`src/rtl/top_ej1_if.sv`:
```
// Operand/selector bundle for the selective adder of top_ej1, together with
// the 4-bit selected result S that it produces.
//   data1 : operand 1, unsigned, 3 bits
//   data2 : operand 2, unsigned, 3 bits
//   sel   : adder-stage selector, 2 bits
//   sum   : selected result S, 4 bits (combinational)
// master drives operands/selector and observes S; slave is the adder.
interface top_ej1_if;
  logic [2:0] data1;
  logic [2:0] data2;
  logic [1:0] sel;
  logic [3:0] sum;

  modport master (output data1, output data2, output sel, input sum);
  modport slave  (input data1, input data2, input sel, output sum);
endinterface

```
`src/rtl/top_ej1.sv`:
```
// top_ej1: selectable 3-bit adder feeding a 6-bit wrapping accumulator with a
// sticky overflow flag.
// Ports:
//   clock      in   system clock, rising-edge state updates
//   i_rst_n    in   asynchronous active-low reset, clears all state
//   i_data1    in   operand 1 (3 bits, unsigned)
//   i_data2    in   operand 2 (3 bits, unsigned)
//   i_sel      in   00: data2, 01: data1+data2, 10: data1, 11: zero
//   o_data     out  accumulator value (6 bits, registered)
//   o_overflow out  sticky flag, set when the accumulator wraps past 63

// Selective adder: purely combinational choice of the 4-bit value S.
module top_ej1_seladd (
  top_ej1_if.slave add_if
);
  // Select the value to accumulate; the sum keeps its carry (max 14).
  always_comb begin
    add_if.sum = 4'd0;
    case (add_if.sel)
      2'b00:   add_if.sum = {1'b0, add_if.data2};
      2'b01:   add_if.sum = {1'b0, add_if.data1} + {1'b0, add_if.data2};
      2'b10:   add_if.sum = {1'b0, add_if.data1};
      2'b11:   add_if.sum = 4'd0;
      default: add_if.sum = 4'd0;
    endcase
  end
endmodule

// Accumulator: 6-bit modulo-64 register plus a sticky wrap flag.
module top_ej1_acc (
  input  logic       clock,
  input  logic       i_rst_n,
  input  logic [3:0] i_sum,
  output logic [5:0] o_data,
  output logic       o_overflow
);
  logic [6:0] total_s;
  logic [5:0] acc_d, acc_q;
  logic       ovf_d, ovf_q;

  // Next state: 7-bit add so the carry out of bit 5 marks a wrap.
  always_comb begin
    total_s = {1'b0, acc_q} + {3'b000, i_sum};
    acc_d   = total_s[5:0];
    if (total_s[6]) begin
      ovf_d = 1'b1;
    end else begin
      ovf_d = ovf_q;
    end
  end

  // State registers; reset clears both immediately, independent of clock.
  always_ff @(posedge clock or negedge i_rst_n) begin
    if (!i_rst_n) begin
      acc_q <= 6'd0;
      ovf_q <= 1'b0;
    end else begin
      acc_q <= acc_d;
      ovf_q <= ovf_d;
    end
  end

  assign o_data     = acc_q;
  assign o_overflow = ovf_q;
endmodule

module top_ej1 (
  input  logic       clock,
  input  logic       i_rst_n,
  input  logic [2:0] i_data1,
  input  logic [2:0] i_data2,
  input  logic [1:0] i_sel,
  output logic [5:0] o_data,
  output logic       o_overflow
);
  // S stays visible on this bundle between the two sub-blocks.
  top_ej1_if sbus ();

  assign sbus.data1 = i_data1;
  assign sbus.data2 = i_data2;
  assign sbus.sel   = i_sel;

  top_ej1_seladd u_seladd (
    .add_if (sbus.slave)
  );

  top_ej1_acc u_acc (
    .clock      (clock),
    .i_rst_n    (i_rst_n),
    .i_sum      (sbus.sum),
    .o_data     (o_data),
    .o_overflow (o_overflow)
  );
endmodule

```
`config.mk`:
```
export PLATFORM = sky130hd
export DESIGN_NAME = top_ej1
export DESIGN_NICKNAME = d
export VERILOG_FILES = /design/src/rtl/top_ej1_if.sv /design/src/rtl/top_ej1.sv
export SDC_FILE = /design/constraint.sdc
export NUM_CORES = 1
export LEC_CHECK = 0
export CAP_MARGIN = 20
export CORE_AREA = 2 2 39 41
export DETAILED_ROUTE_END_ITERATION = 10
export DIE_AREA = 0 0 41 43
export PLACE_DENSITY = 0.67
export SYNTH_ARGS = -nofsm -noshare
export SYNTH_HDL_FRONTEND = slang
export SYNTH_SLANG_ARGS = --single-unit
```
`constraint.sdc`:
```
create_clock -name clock -period 2 [get_ports clock]
set_clock_uncertainty 0.2 [all_clocks]
set_input_delay 0.3 -clock clock [delete_from_list [all_inputs] [get_ports clock]]
set_output_delay 0.3 -clock clock [all_outputs]
set_load 0.01 [all_outputs]
```
==> flow_summary.ini <==
[synthesis]
synthSimpleGateAreaFrac_pct = 8.184
muxShareOfSynthArea_pct = 6.138
syn_area_um2 = 489.2
synth_fa_ha_area_share_pct = 26.09
synth-compound-area-share_pct = 14.83
synth_edf_count = 0
postSynthCellCount = 43
ys_seq_elements = 7
ys_seq_area_share_pct = 35.81
synthTopCellsByCount = dfrtp_1, ha_1
synth_nets = 62
synth-main-ff-cell = dfrtp_1
synth.top_cell.area_share_pct = 35.81
yosysTopAreaCell = dfrtp_1
ys_async_sr_fraction_pct = 100.0
synth.avg_cell_area_um2 = 11.38
synth-xor-area-share_pct = 8.951
yosysWarnings = 0
synth.distinct_cells = 18
synth.area.top_cells = dfrtp_1, ha_1, fa_1
synth_top_family_by_area = adder cells

[clock_tree]
cts-root-buf = clkbuf_4
cts_buffers = 3
worstSkewPairLatency_ps = 260
h-tree-depth = 1
clkTransAtPathRegs_ps = 60
numClockSinks = 7
clockBufferDepth = 2
cts_tree = yes

[grt]
grt_pass1_wl_um = 1738
antenna_found_initial = 0
grt_pass1_vias = 458
gr-total-overflow = 0
grt_max_degree = 8
gr-usage-all-layers_pct = 14.65

[placed_design]
pre_cts_slack_ps = -864.7
portBuffers = 16
gp_congestion = 0.6745
place_hpwl_um = 810.3

[detailed_routing]
antenna_left = 0
wl_met2_um = 509
via_per_inst = 5.000
drt_first_pass_iters = 4
first_iter_violations = 4
topRoutingLayerUsed = met4
drt-total-wl_um = 1039
vias = 440
met1_length_um = 404
wire_per_inst_um = 11.81
met3_length_um = 99
drc_errors = 0

[setup_path]
cp-start-kind = input port
cp-end-kind = register
crit_chain = buf_6, ha_4, fa_2, nand2_2, o21ai_2, ha_1, a21o_1, a221o_1, xor2_1
cp_slowest_cell = fa_2
path_class = input port to register
crit_path_max_fanout = 2
cp_data_arrival_time_ps = 2080
required_ps = 1950
crit_family = adder cells
crit_buf_inv = 1
critPathMaxStageDelay_ps = 530
r2r_slack_ps = 330

[timing]
slew_viol_final = 0
slew-limit-headroom_pct = 77.11
hold_viol_final = 0
min_period_ps = 2134
rsz0062_at_grt = true
finalSetupViolCount = 3
fin_hold_ws_ps = 106.6
worst_pin_slew_ps = 342.3
final.period_utilization_pct = 106.7
max_freq_ghz = 0.4686
setup_slack_ps = -133.9

[job]
drv_cap = 0

[layout]
drive_gt1_share_pct = 38.89
area_growth_pct = 66.50
final_nets = 92
antenna_cells = 0

[power_and_ir_drop]
ir_drop_mv = 0.6331
power.leakage_nw = 0.3880
power_density_nw_per_um2 = 1152

[floorplan]
die_y_um = 43
boundaryPins = 17
die_w_um = 41
start_util_pct = 35.35
coreArea_um2 = 1384
row_count = 14
die-area_um2 = 1763

[outcome]
status = finished, violations left
violations = negative setup slack

[min_path]
hp-class = input port to asynchronous set/reset pin
-- where the power goes --
group          leakage (nW)  switching [mW]  internal, mW  total [mW]
combinational         0.290           0.214         0.316       0.529
sequential           0.0801          0.0603         0.217       0.277
clock                0.0177          0.0580        0.0733       0.131
total                 0.388           0.332         0.606       0.938
-- flip-flops by register name, summed over array words and instances, names as in the netlist --
signal            flops
u_acc.o_data          6
u_acc.o_overflow      1
-- logic make-up after synthesis --
logic type	Yosys count
xor+xnor	5
flops	7
mux	3
compound gates	11
fa+ha+maj	9
simple gates	8
-- layout by cell type, fill, tap and decap left out, types with 2 or more instances in the layout --
cell / n
dfrtp_1: 7
mux2i_1: 3
a21o_1: 2
and3_1: 2
clkbuf_4: 3
ha_4: 2
fa_2: 2
ha_1: 4
nand2_1: 2
buf_2: 2
clkdlybuf4s50_1: 9
xor2_1: 2
buf_4: 9
buf_6: 2
xnor2_1: 3
dlygate4sd2_1: 3
-- cell type report --
class,count,area [um^2]
well taps,16,20.02
clock buffers,3,22.52
multi-input cells,36,375.4
clock inverters,1,5.005
repair buffers,25,216.5
fillers,135,569.3
flip-flops and latches,7,175.2
-- routing by layer --
| metal | global-route usage (%) | vias up |
|---|---|---|
| li1 | - | 216 |
| met4 | 8.000 | 0 |
| met2 | 24.06 | 18 |
| met1 | 16.78 | 203 |
| met3 | 2.618 | 3 |
| met5 | 0 | - |
-- final timing paths --
| kind | from | end | cells after the start |
|---|---|---|---|
| max | i_data2[0] | u_acc.o_data[5]$_DFF_PN0_ | 9 |
| min | i_rst_n | u_acc.o_data[4]$_DFF_PN0_ | 1 |
| max reg2reg | u_acc.o_data[0]$_DFF_PN0_ | u_acc.o_data[4]$_DFF_PN0_ | 5 |
| min reg2reg | u_acc.o_overflow$_DFFE_PN0P_ | u_acc.o_overflow$_DFFE_PN0P_ | 1 |
| max in group asynchronous | i_rst_n | u_acc.o_data[2]$_DFF_PN0_ | 1 |
| min in group clock | u_acc.o_overflow$_DFFE_PN0P_ | u_acc.o_overflow$_DFFE_PN0P_ | 1 |
-- worst register-to-register path, delay by kind of cell, from the launching register on --
kind                       cells  cell delay [ps]
xor gates and xnor gates       1              120
adders and majority gates      2              540
AOI/OAI and AO/OA              2              360
DFF                            1              380
-- through the flow --
stage               area (um^2)  power [mW]  instances  TNS (ps)  util [%]
floorplan                 514.2      0.5195         43    -495.5         -
global placement          747.0      0.7636         82     -3819     53.98
detailed placement        747.0      0.7691         82     -3932     53.98
CTS                       799.5      0.9343         88    -372.6     57.78
global route              814.5       1.025         88    -570.0     58.86
finish                    814.5      0.9383         88    -278.2     58.86
-- what timing repair did --
item	4_1_cts	5_1_grt
pin swaps	15	7
buffers inserted	2	0
setup endpoints to repair	6	4
resized for setup	25	3
hold buffers	0	0
(Power assumes the default switching activity.)
